## src/rtl/wb_port_arbiter.sv

```systemverilog
// Arbitrated, registered register-file writeback port for ALU, load and link.
// Define WB_ARB_STATS_EN to add the transfer statistics counters.
module wb_port_arbiter #(
  parameter int DATA_W     = 32,
  parameter int ADDR_W     = 5,
  parameter int LINK_REG   = 31,
  parameter int STARVE_MAX = 4
) (
  input  logic              clk,
  input  logic              rst_n,
  input  logic              wb_stall,
  input  logic              alu_valid,
  output logic              alu_ready,
  input  logic [ADDR_W-1:0] alu_rd,
  input  logic [ADDR_W-1:0] alu_rt,
  input  logic              alu_use_rd,
  input  logic [DATA_W-1:0] alu_data,
  input  logic              ld_valid,
  output logic              ld_ready,
  input  logic [ADDR_W-1:0] ld_rt,
  input  logic [DATA_W-1:0] ld_data,
  input  logic              lnk_valid,
  output logic              lnk_ready,
  input  logic [DATA_W-1:0] lnk_data,
  output logic              wr_en,
  output logic [ADDR_W-1:0] wr_addr,
  output logic [DATA_W-1:0] wr_data,
  output logic [1:0]        reg_dst,
`ifdef WB_ARB_STATS_EN
  output logic [15:0]       stat_alu,
  output logic [15:0]       stat_ld,
  output logic [15:0]       stat_lnk,
  output logic [15:0]       stat_zero_drop,
  output logic [15:0]       stat_promote,
`endif
  output logic [1:0]        wb_sel
);

  localparam logic [3:0] SMAX = 4'(STARVE_MAX);

  typedef enum logic {PRIO, STARVE} st_t;

  st_t st, st_n;
  logic [3:0] c_alu, c_ld, c_lnk;
  logic p_alu, p_ld, p_lnk, any_p;
  logic g_alu, g_ld, g_lnk, xfer, en;
  logic [ADDR_W-1:0] a_n;
  logic [DATA_W-1:0] d_n;
  logic [1:0] dst_n, sel_n;

  assign p_alu = alu_valid && (c_alu == SMAX);
  assign p_ld  = ld_valid  && (c_ld  == SMAX);
  assign p_lnk = lnk_valid && (c_lnk == SMAX);
  assign any_p = p_alu | p_ld | p_lnk;
  assign en    = rst_n && !wb_stall;

  always_comb begin
    st_n  = st;
    g_alu = 1'b0;
    g_ld  = 1'b0;
    g_lnk = 1'b0;
    unique case (st)
      PRIO:    if (any_p) st_n = STARVE;
      STARVE:  if (!any_p) st_n = PRIO;
      default: st_n = PRIO;
    endcase
    // Promoted sources win; default order applies within each group.
    if (en) begin
      if (any_p) begin
        if (p_ld)       g_ld  = 1'b1;
        else if (p_lnk) g_lnk = 1'b1;
        else            g_alu = 1'b1;
      end else begin
        if (ld_valid)       g_ld  = 1'b1;
        else if (lnk_valid) g_lnk = 1'b1;
        else if (alu_valid) g_alu = 1'b1;
      end
    end
  end

  assign alu_ready = g_alu;
  assign ld_ready  = g_ld;
  assign lnk_ready = g_lnk;
  assign xfer      = g_alu | g_ld | g_lnk;

  always_comb begin
    a_n   = alu_use_rd ? alu_rd : alu_rt;
    d_n   = alu_data;
    dst_n = {1'b0, alu_use_rd};
    sel_n = 2'd0;
    unique case (1'b1)
      g_ld: begin
        a_n   = ld_rt;
        d_n   = ld_data;
        dst_n = 2'd0;
        sel_n = 2'd1;
      end
      g_lnk: begin
        a_n   = ADDR_W'(LINK_REG);
        d_n   = lnk_data;
        dst_n = 2'd2;
        sel_n = 2'd2;
      end
      default: ;
    endcase
  end

  function automatic logic [3:0] cnt_nx(
    input logic v, input logic g, input logic s,
    input logic [3:0] c
  );
    if (!v || g)     return 4'd0;
    else if (s)      return c;
    else if (c < SMAX) return c + 4'd1;
    else             return c;
  endfunction

  always_ff @(posedge clk or negedge rst_n) begin
    if (!rst_n) begin
      st    <= PRIO;
      c_alu <= '0;
      c_ld  <= '0;
      c_lnk <= '0;
    end else begin
      st    <= st_n;
      c_alu <= cnt_nx(alu_valid, g_alu, wb_stall, c_alu);
      c_ld  <= cnt_nx(ld_valid, g_ld, wb_stall, c_ld);
      c_lnk <= cnt_nx(lnk_valid, g_lnk, wb_stall, c_lnk);
    end
  end

  always_ff @(posedge clk or negedge rst_n) begin
    if (!rst_n) begin
      wr_en   <= 1'b0;
      wr_addr <= '0;
      wr_data <= '0;
      reg_dst <= '0;
      wb_sel  <= '0;
    end else begin
      wr_en <= xfer && (a_n != '0);
      if (xfer) begin
        wr_addr <= a_n;
        wr_data <= d_n;
        reg_dst <= dst_n;
        wb_sel  <= sel_n;
      end
    end
  end

`ifdef WB_ARB_STATS_EN
  function automatic logic [15:0] sat(
    input logic [15:0] c, input logic inc
  );
    return (inc && c != 16'hFFFF) ? c + 16'd1 : c;
  endfunction

  logic prm;
  assign prm = (g_alu & p_alu) | (g_ld & p_ld) | (g_lnk & p_lnk);

  always_ff @(posedge clk or negedge rst_n) begin
    if (!rst_n) begin
      stat_alu       <= '0;
      stat_ld        <= '0;
      stat_lnk       <= '0;
      stat_zero_drop <= '0;
      stat_promote   <= '0;
    end else begin
      stat_alu       <= sat(stat_alu, g_alu);
      stat_ld        <= sat(stat_ld, g_ld);
      stat_lnk       <= sat(stat_lnk, g_lnk);
      stat_zero_drop <= sat(stat_zero_drop, xfer && (a_n == '0));
      stat_promote   <= sat(stat_promote, prm);
    end
  end
`endif

endmodule

```

## config.mk

```make
export PLATFORM = sky130hd
export DESIGN_NAME = wb_port_arbiter
export DESIGN_NICKNAME = d
export VERILOG_FILES = /design/src/rtl/wb_port_arbiter.sv
export SDC_FILE = /design/constraint.sdc
export NUM_CORES = 1
export LEC_CHECK = 0
export CAP_MARGIN = 25
export CORE_MARGIN = 1
export CORE_UTILIZATION = 41
export DETAILED_ROUTE_END_ITERATION = 12
export GPL_ROUTABILITY_DRIVEN = 0
export PLACE_DENSITY = 0.79
export SYNTH_ARGS = -nofsm -noshare
export SYNTH_HDL_FRONTEND = slang
export SYNTH_SLANG_ARGS = --single-unit
```

## constraint.sdc

```tcl
create_clock -name clk -period 2.6 [get_ports clk]
set_clock_uncertainty 0.05 [all_clocks]
set_input_delay 0.39 -clock clk [delete_from_list [all_inputs] [get_ports clk]]
set_output_delay 0.39 -clock clk [all_outputs]
set_load 0.03 [all_outputs]
```

* Yosys cells after proc, flatten, opt, wreduce, memory -nomap -nowiden
Cells that the tools add are included.
** Storage, ports and cells
- Flip-flop bits (word level) :: 54
- Input port bits :: 118
- Logic and storage cells :: 74
- Output and inout port bits :: 45
** Operators by class
- $lt $le $gt $ge :: 3
- Equality and inequality tests :: 6
- Add/sub/neg operators :: 3
- Mux-type cells :: 31
- Reduce and logical (&&, ||, !) cells :: 19
- Bitwise gates (word level) :: 4
** Operators with widths (number)
- 32-bit one-hot mux with 2 select lines :: 1
- 4-bit 2-to-1 mux :: 9
- 1-bit 2-to-1 mux :: 17
- 4-bit by 1-bit adder with 4-bit output, second input constant :: 3
- 4-bit by 3-bit equality test with 1-bit output, second input constant :: 3
- 4-bit by 3-bit < comparator with 1-bit output, second input constant :: 3
- 5-bit one-hot mux with 2 select lines :: 1
- 2-bit one-hot mux with 2 select lines :: 2
- 2-bit by 1-bit inequality test with 1-bit output, second input constant :: 3
- 2-bit AND reduction :: 3
- 2-bit nonzero test :: 3
- 1-bit logical AND :: 5
- 5-bit 2-to-1 mux :: 1
- 5-bit nonzero test :: 1
- 1-bit zero test :: 4
- 1-bit bitwise OR :: 4
- 1-bit logical OR :: 3

* Logic depth before layout (Yosys ltp)
- Depth in word-level cells :: 9
- Depth in mapped cells :: 8
- Gate-level depth less buffers :: 6

* Worst setup path after synthesis
Ideal clock, no wire load.
- Path type :: register -> output
- Start :: register c_ld[0]
- End :: output alu_ready
- Stages on the path, launching flop included :: 8
- Buffers on the path :: 2
- Data required time :: 2.160 ns
- Arrival time :: 1.752 ns
- Setup slack :: 0.408 ns
- Cells stage by stage :: dfrtp_1 -> inv_1 -> ha_1 -> and4b_1 -> a211o_1 -> buf_6 -> buf_6 -> nor2_1
** On the way
- Word-level cells in the longest chain between the ends :: 6
- Elaborated cells between the ends (all ways) :: 7
- Those cells by class :: eq/ne: 1; mux: 3; bitwise: 2; reduce/logical: 1
** RTL lines
- start: declaration :: line 44 : logic [3:0] c_alu, c_ld, c_lnk;
- start signal: assignment :: line 127 : c_ld <= cnt_nx(ld_valid, g_ld, wb_stall, c_ld);
- 4-bit by 3-bit equality test with 1-bit output * :: line 52 : assign p_ld = ld_valid && (c_ld == SMAX);
- 1-bit logical AND * :: line 52
- 1-bit bitwise OR (2 in series) :: line 54 : assign any_p = p_alu | p_ld | p_lnk;
- 1-bit 2-to-1 mux * :: line 69 : if (any_p) begin
- 1-bit 2-to-1 mux * :: line 68 : if (en) begin
- end: declaration :: line 13 : output logic alu_ready,
Every way passes the cells marked *; elsewhere a longest branch is shown, timed or not.

* Final worst setup path
- Start :: input rst_n
- End :: output lnk_ready
** On the way
- Word-level cells in the longest chain between the ends :: 2
** RTL lines
- start: declaration :: line 10 : input logic rst_n,
- 1-bit logical AND :: line 55 : assign en = rst_n && !wb_stall;
- 1-bit 2-to-1 mux :: line 68
- end: declaration :: line 23 : output logic lnk_ready,
Every way passes these cells.

==> flow_summary.html <==
<table>
<tr><th>Metric</th><th>Value</th></tr>
<tr><th colspan="2">Clock tree</th></tr>
<tr><td>Post-CTS setup-driven buffer insertion count</td><td>0</td></tr>
<tr><td>Root buffer cell</td><td>sky130_fd_sc_hd__clkbuf_8</td></tr>
<tr><td>Count of clock tree sinks</td><td>53</td></tr>
<tr><td>TritonCTS clock tree</td><td>yes</td></tr>
<tr><td>Maximum level of the CTS H-tree</td><td>2</td></tr>
<tr><td>Post-CTS clock slew at the launch and capture registers of the worst setup and hold paths</td><td>100 ps</td></tr>
<tr><td>Max clock buf depth</td><td>2</td></tr>
<tr><td>Clock insertion delay at the later pin of the skew report</td><td>300 ps</td></tr>
<tr><td>TritonCTS Buffers</td><td>5</td></tr>
<tr><th colspan="2">Die</th></tr>
<tr><td>Die footprint</td><td>0.00859 mm^2</td></tr>
<tr><td>Starting density of the core</td><td>0.430</td></tr>
<tr><td>Number of ports placed on the die boundary</td><td>163</td></tr>
<tr><td>Placeable core area</td><td>0.00785 mm^2</td></tr>
<tr><td>Die H</td><td>92.7 um</td></tr>
<tr><td>Width of the die</td><td>92.7 um</td></tr>
<tr><td>Row count</td><td>32</td></tr>
<tr><th colspan="2">Drt</th></tr>
<tr><td>Detailed route wirelength on metal3</td><td>819 um</td></tr>
<tr><td>Total via count in the routed design</td><td>3,311</td></tr>
<tr><td>Post-route DRC violation count</td><td>0</td></tr>
<tr><td>Number of vias per cell</td><td>5.64</td></tr>
<tr><td>Routed wirelength normalized by instance count</td><td>18.0 um</td></tr>
<tr><td>DRT antenna net count</td><td>0</td></tr>
<tr><td>Top Layer Used</td><td>met4</td></tr>
<tr><td>Met1 WL</td><td>4.24 mm</td></tr>
<tr><td>Final wirelength</td><td>10.6 mm</td></tr>
<tr><td>First drt pass iteration count</td><td>4</td></tr>
<tr><td>DR WL met2</td><td>5.32 mm</td></tr>
<tr><td>1st-iter DRT viols</td><td>159</td></tr>
<tr><th colspan="2">Min path</th></tr>
<tr><td>Worst min-delay path category</td><td>primary input to asynchronous set/reset pin</td></tr>
<tr><th colspan="2">Cells and area</th></tr>
<tr><td>Leading cell type in the layout, fill and taps excluded</td><td>sky130_fd_sc_hd__clkdlybuf4s50_1</td></tr>
<tr><td>Flip-flop and latch area</td><td>0.00133 mm^2</td></tr>
<tr><td>Post-layout net count</td><td>608</td></tr>
<tr><td>Share of final-layout standard cells stronger than drive strength 1</td><td>0.161</td></tr>
<tr><td>Ant diodes</td><td>0</td></tr>
<tr><td>Signed area change from the synthesized netlist to the final layout</td><td>53.9%</td></tr>
<tr><td>Filler cell count</td><td>640</td></tr>
<tr><td>Area occupied by multi-input gates</td><td>0.00171 mm^2</td></tr>
<tr><td>Leading cell types in the layout, fill and taps excluded</td><td>sky130_fd_sc_hd__clkdlybuf4s50_1 (158), sky130_fd_sc_hd__dfrtp_1 (53), sky130_fd_sc_hd__inv_1 (42)</td></tr>
<tr><th colspan="2">Synthesis</th></tr>
<tr><td>Synthesized area per cell</td><td>10.3 um^2</td></tr>
<tr><td>Sequential cell area fraction in the yosys report</td><td>0.393</td></tr>
<tr><td>Number of different library cells in the post-synthesis netlist</td><td>44</td></tr>
<tr><td>Post-synthesis instance area</td><td>0.00337 mm^2</td></tr>
<tr><td>Cell types occupying the most area after synthesis</td><td>sky130_fd_sc_hd__dfrtp_1 (39%), sky130_fd_sc_hd__o32ai_2 (15%), sky130_fd_sc_hd__o221ai_1 (8.6%)</td></tr>
<tr><td>Number of flip-flops and latches in the synthesized netlist</td><td>53</td></tr>
<tr><td>Cells after Synth</td><td>328</td></tr>
<tr><td>Synthesized net count</td><td>452</td></tr>
<tr><td>Ys async rst share</td><td>1.00</td></tr>
<tr><td>Cell type with the largest total area after synthesis</td><td>sky130_fd_sc_hd__dfrtp_1</td></tr>
<tr><td>Top FF cell, synth</td><td>sky130_fd_sc_hd__dfrtp_1</td></tr>
<tr><td>Proportion of netlist area held by the largest area contributor</td><td>0.393</td></tr>
<tr><td>Yosys warns</td><td>0</td></tr>
<tr><td>Number of synthesized flops with an enable pin</td><td>0</td></tr>
<tr><th colspan="2">Power and ir drop</th></tr>
<tr><td>Peak supply drop</td><td>0.000348 V</td></tr>
<tr><td>Power density over cell area</td><td>490 mW/mm^2</td></tr>
<tr><td>Leakage power summed over all cells</td><td>2.05 nW</td></tr>
<tr><td>Power, Total</td><td>2.54 mW</td></tr>
<tr><th colspan="2">Setup path</th></tr>
<tr><td>Crit end category</td><td>output pin</td></tr>
<tr><td>Required time of the critical path</td><td>2160 ps</td></tr>
<tr><td>Worst EP arrival</td><td>2000 ps</td></tr>
<tr><td>Type of the setup path with the least slack</td><td>primary input to output pin</td></tr>
<tr><td>Crit-path max FO</td><td>9</td></tr>
<tr><td>Startpoint class of the critical path</td><td>primary input</td></tr>
<tr><th colspan="2">Outcome</th></tr>
<tr><td>Result of the run</td><td>completed</td></tr>
<tr><th colspan="2">STA</th></tr>
<tr><td>Final setup violating endpoints</td><td>0</td></tr>
<tr><td>Final period util</td><td>0.940</td></tr>
<tr><td>Setup TNS after final layout</td><td>0 ps</td></tr>
<tr><td>Min Tclk post-route</td><td>2440 ps</td></tr>
<tr><td>Setup repair after global routing missed its margin</td><td>false</td></tr>
<tr><td>Max Fclk</td><td>0.409 GHz</td></tr>
<tr><td>Max-slew violation total from the final report</td><td>0</td></tr>
<tr><td>Final Hold Viols</td><td>0</td></tr>
<tr><td>Least-Margin Pin Slew</td><td>560 ps</td></tr>
<tr><td>Tightest slew margin relative to the limit</td><td>0.622</td></tr>
<tr><th colspan="2">GRT</th></tr>
<tr><td>Antenna violations before repair</td><td>0</td></tr>
<tr><td>Total global routing track utilization</td><td>0.246</td></tr>
<tr><td>Total congestion overflow after global routing</td><td>0</td></tr>
<tr><td>First-pass GRT wire length</td><td>16.6 mm</td></tr>
<tr><td>Maximum number of pins on one net before global-route repair</td><td>44</td></tr>
<tr><td>Number of global-route vias before repair</td><td>3,401</td></tr>
<tr><th colspan="2">Placement</th></tr>
<tr><td>Count of buffers inserted at the top-level ports</td><td>162</td></tr>
<tr><td>Final HPWL DP</td><td>7.90 mm</td></tr>
<tr><th colspan="2">Job</th></tr>
<tr><td>Max-cap violation count</td><td>0</td></tr>
</table>
-- final timing paths --
kind / from / end / slack (ps) / cells after the start
max reg2reg: c_alu[1] / wr_en / 530 / 7
max in group asynchronous: rst_n / wr_data[20] / 1590 / 3
min: rst_n / wb_sel[0] / 390 / 2
max: rst_n / lnk_ready / 160 / 7
min in group clk: wb_sel[0] / wb_sel[0] / 450 / 1
min reg2reg: wb_sel[0] / wb_sel[0] / 450 / 1
-- critical path, cell delays in order --
cell and delay (ps):
sky130_fd_sc_hd__dlygate4sd3_1 510, sky130_fd_sc_hd__buf_2 210, sky130_fd_sc_hd__nor2b_2 240, sky130_fd_sc_hd__nand2b_1 130, sky130_fd_sc_hd__or2_1 280, sky130_fd_sc_hd__inv_1 80
sky130_fd_sc_hd__buf_4 150
-- through the flow --
step / hold slack [ps] / util / cell area [um^2] / std cells / setup slack, ps
3_5_place_dp: 184 / 0.649 / 5090 / 578 / 173
3_3_place_gp: 176 / 0.649 / 5090 / 578 / 230
5_1_grt: 419 / 0.661 / 5190 / 587 / 11.6
6_report: 391 / 0.661 / 5190 / 587 / 155
4_1_cts: 391 / 0.660 / 5180 / 587 / 12.7
2_1_floorplan: 44.4 / - / 3370 / 328 / 408
-- where the power goes --
group          total (mW)  leakage (nW)  internal (mW)  switching [mW]
Sequential           1.02         0.631          0.941          0.0836
Combinational        1.05          1.37          0.540           0.512
Clock               0.464        0.0450          0.188           0.276
-- Yosys cell counts, types with 4 or more instances --
cell type,n
sky130_fd_sc_hd__mux2i_1,4
sky130_fd_sc_hd__o22ai_1,4
sky130_fd_sc_hd__dfrtp_1,53
sky130_fd_sc_hd__o21ba_2,4
sky130_fd_sc_hd__nand3_1,37
sky130_fd_sc_hd__o221ai_1,33
sky130_fd_sc_hd__o32ai_2,32
sky130_fd_sc_hd__a211oi_1,4
sky130_fd_sc_hd__clkbuf_1,11
sky130_fd_sc_hd__nand2_1,5
sky130_fd_sc_hd__inv_1,42
sky130_fd_sc_hd__nor2_1,20
sky130_fd_sc_hd__o211ai_1,5
sky130_fd_sc_hd__o21ai_0,5
sky130_fd_sc_hd__buf_2,13
sky130_fd_sc_hd__ha_1,6
sky130_fd_sc_hd__nor3_1,5
-- repair_timing --
item	CTS	global route
hold buffers	1	0
resized for setup	0	2
setup endpoints to repair	0	2
endpoints found under the hold margin	4	0
-- per-layer routing --
layer	up-vias	GRT usage
met2	153	0.426
met1	1598	0.316
met4	0	0.0692
li1	1545	-
met5	-	0
met3	15	0.0411
-- sequential cells by signal, indices dropped and copies added (netlist names) --
signal and flops:
c_alu 4, wb_sel 1, wr_en 1, reg_dst 2, c_ld 4, wr_addr 5
c_lnk 4, wr_data 32
-- final cells by class --
cell class | count | share of cell area
Sequential cell | 53 | 0.256
Tap cell | 102 | 0.0246
Clock inverter | 2 | 0.00193
Multi-Input combinational cell | 201 | 0.330
Inverter | 42 | 0.0304
Timing Repair Buffer | 181 | 0.344
Clock buffer | 6 | 0.0140
-- cells by family (layout without fill, tap and decap cells) --
family,count (synthesis),in the layout,share of synthesized area
AND/OR/NAND/NOR,85,85,0.137
buffers and inverters,74,231,0.103
flip-flops,53,53,0.393
XOR/XNOR,3,3,0.00780
adder cells (fa/ha/maj),6,6,0.0223
multiplexers,7,7,0.0219
AO/OA/AOI/OAI,100,100,0.315
No activity file was read; power rests on OpenSTA's default activity.
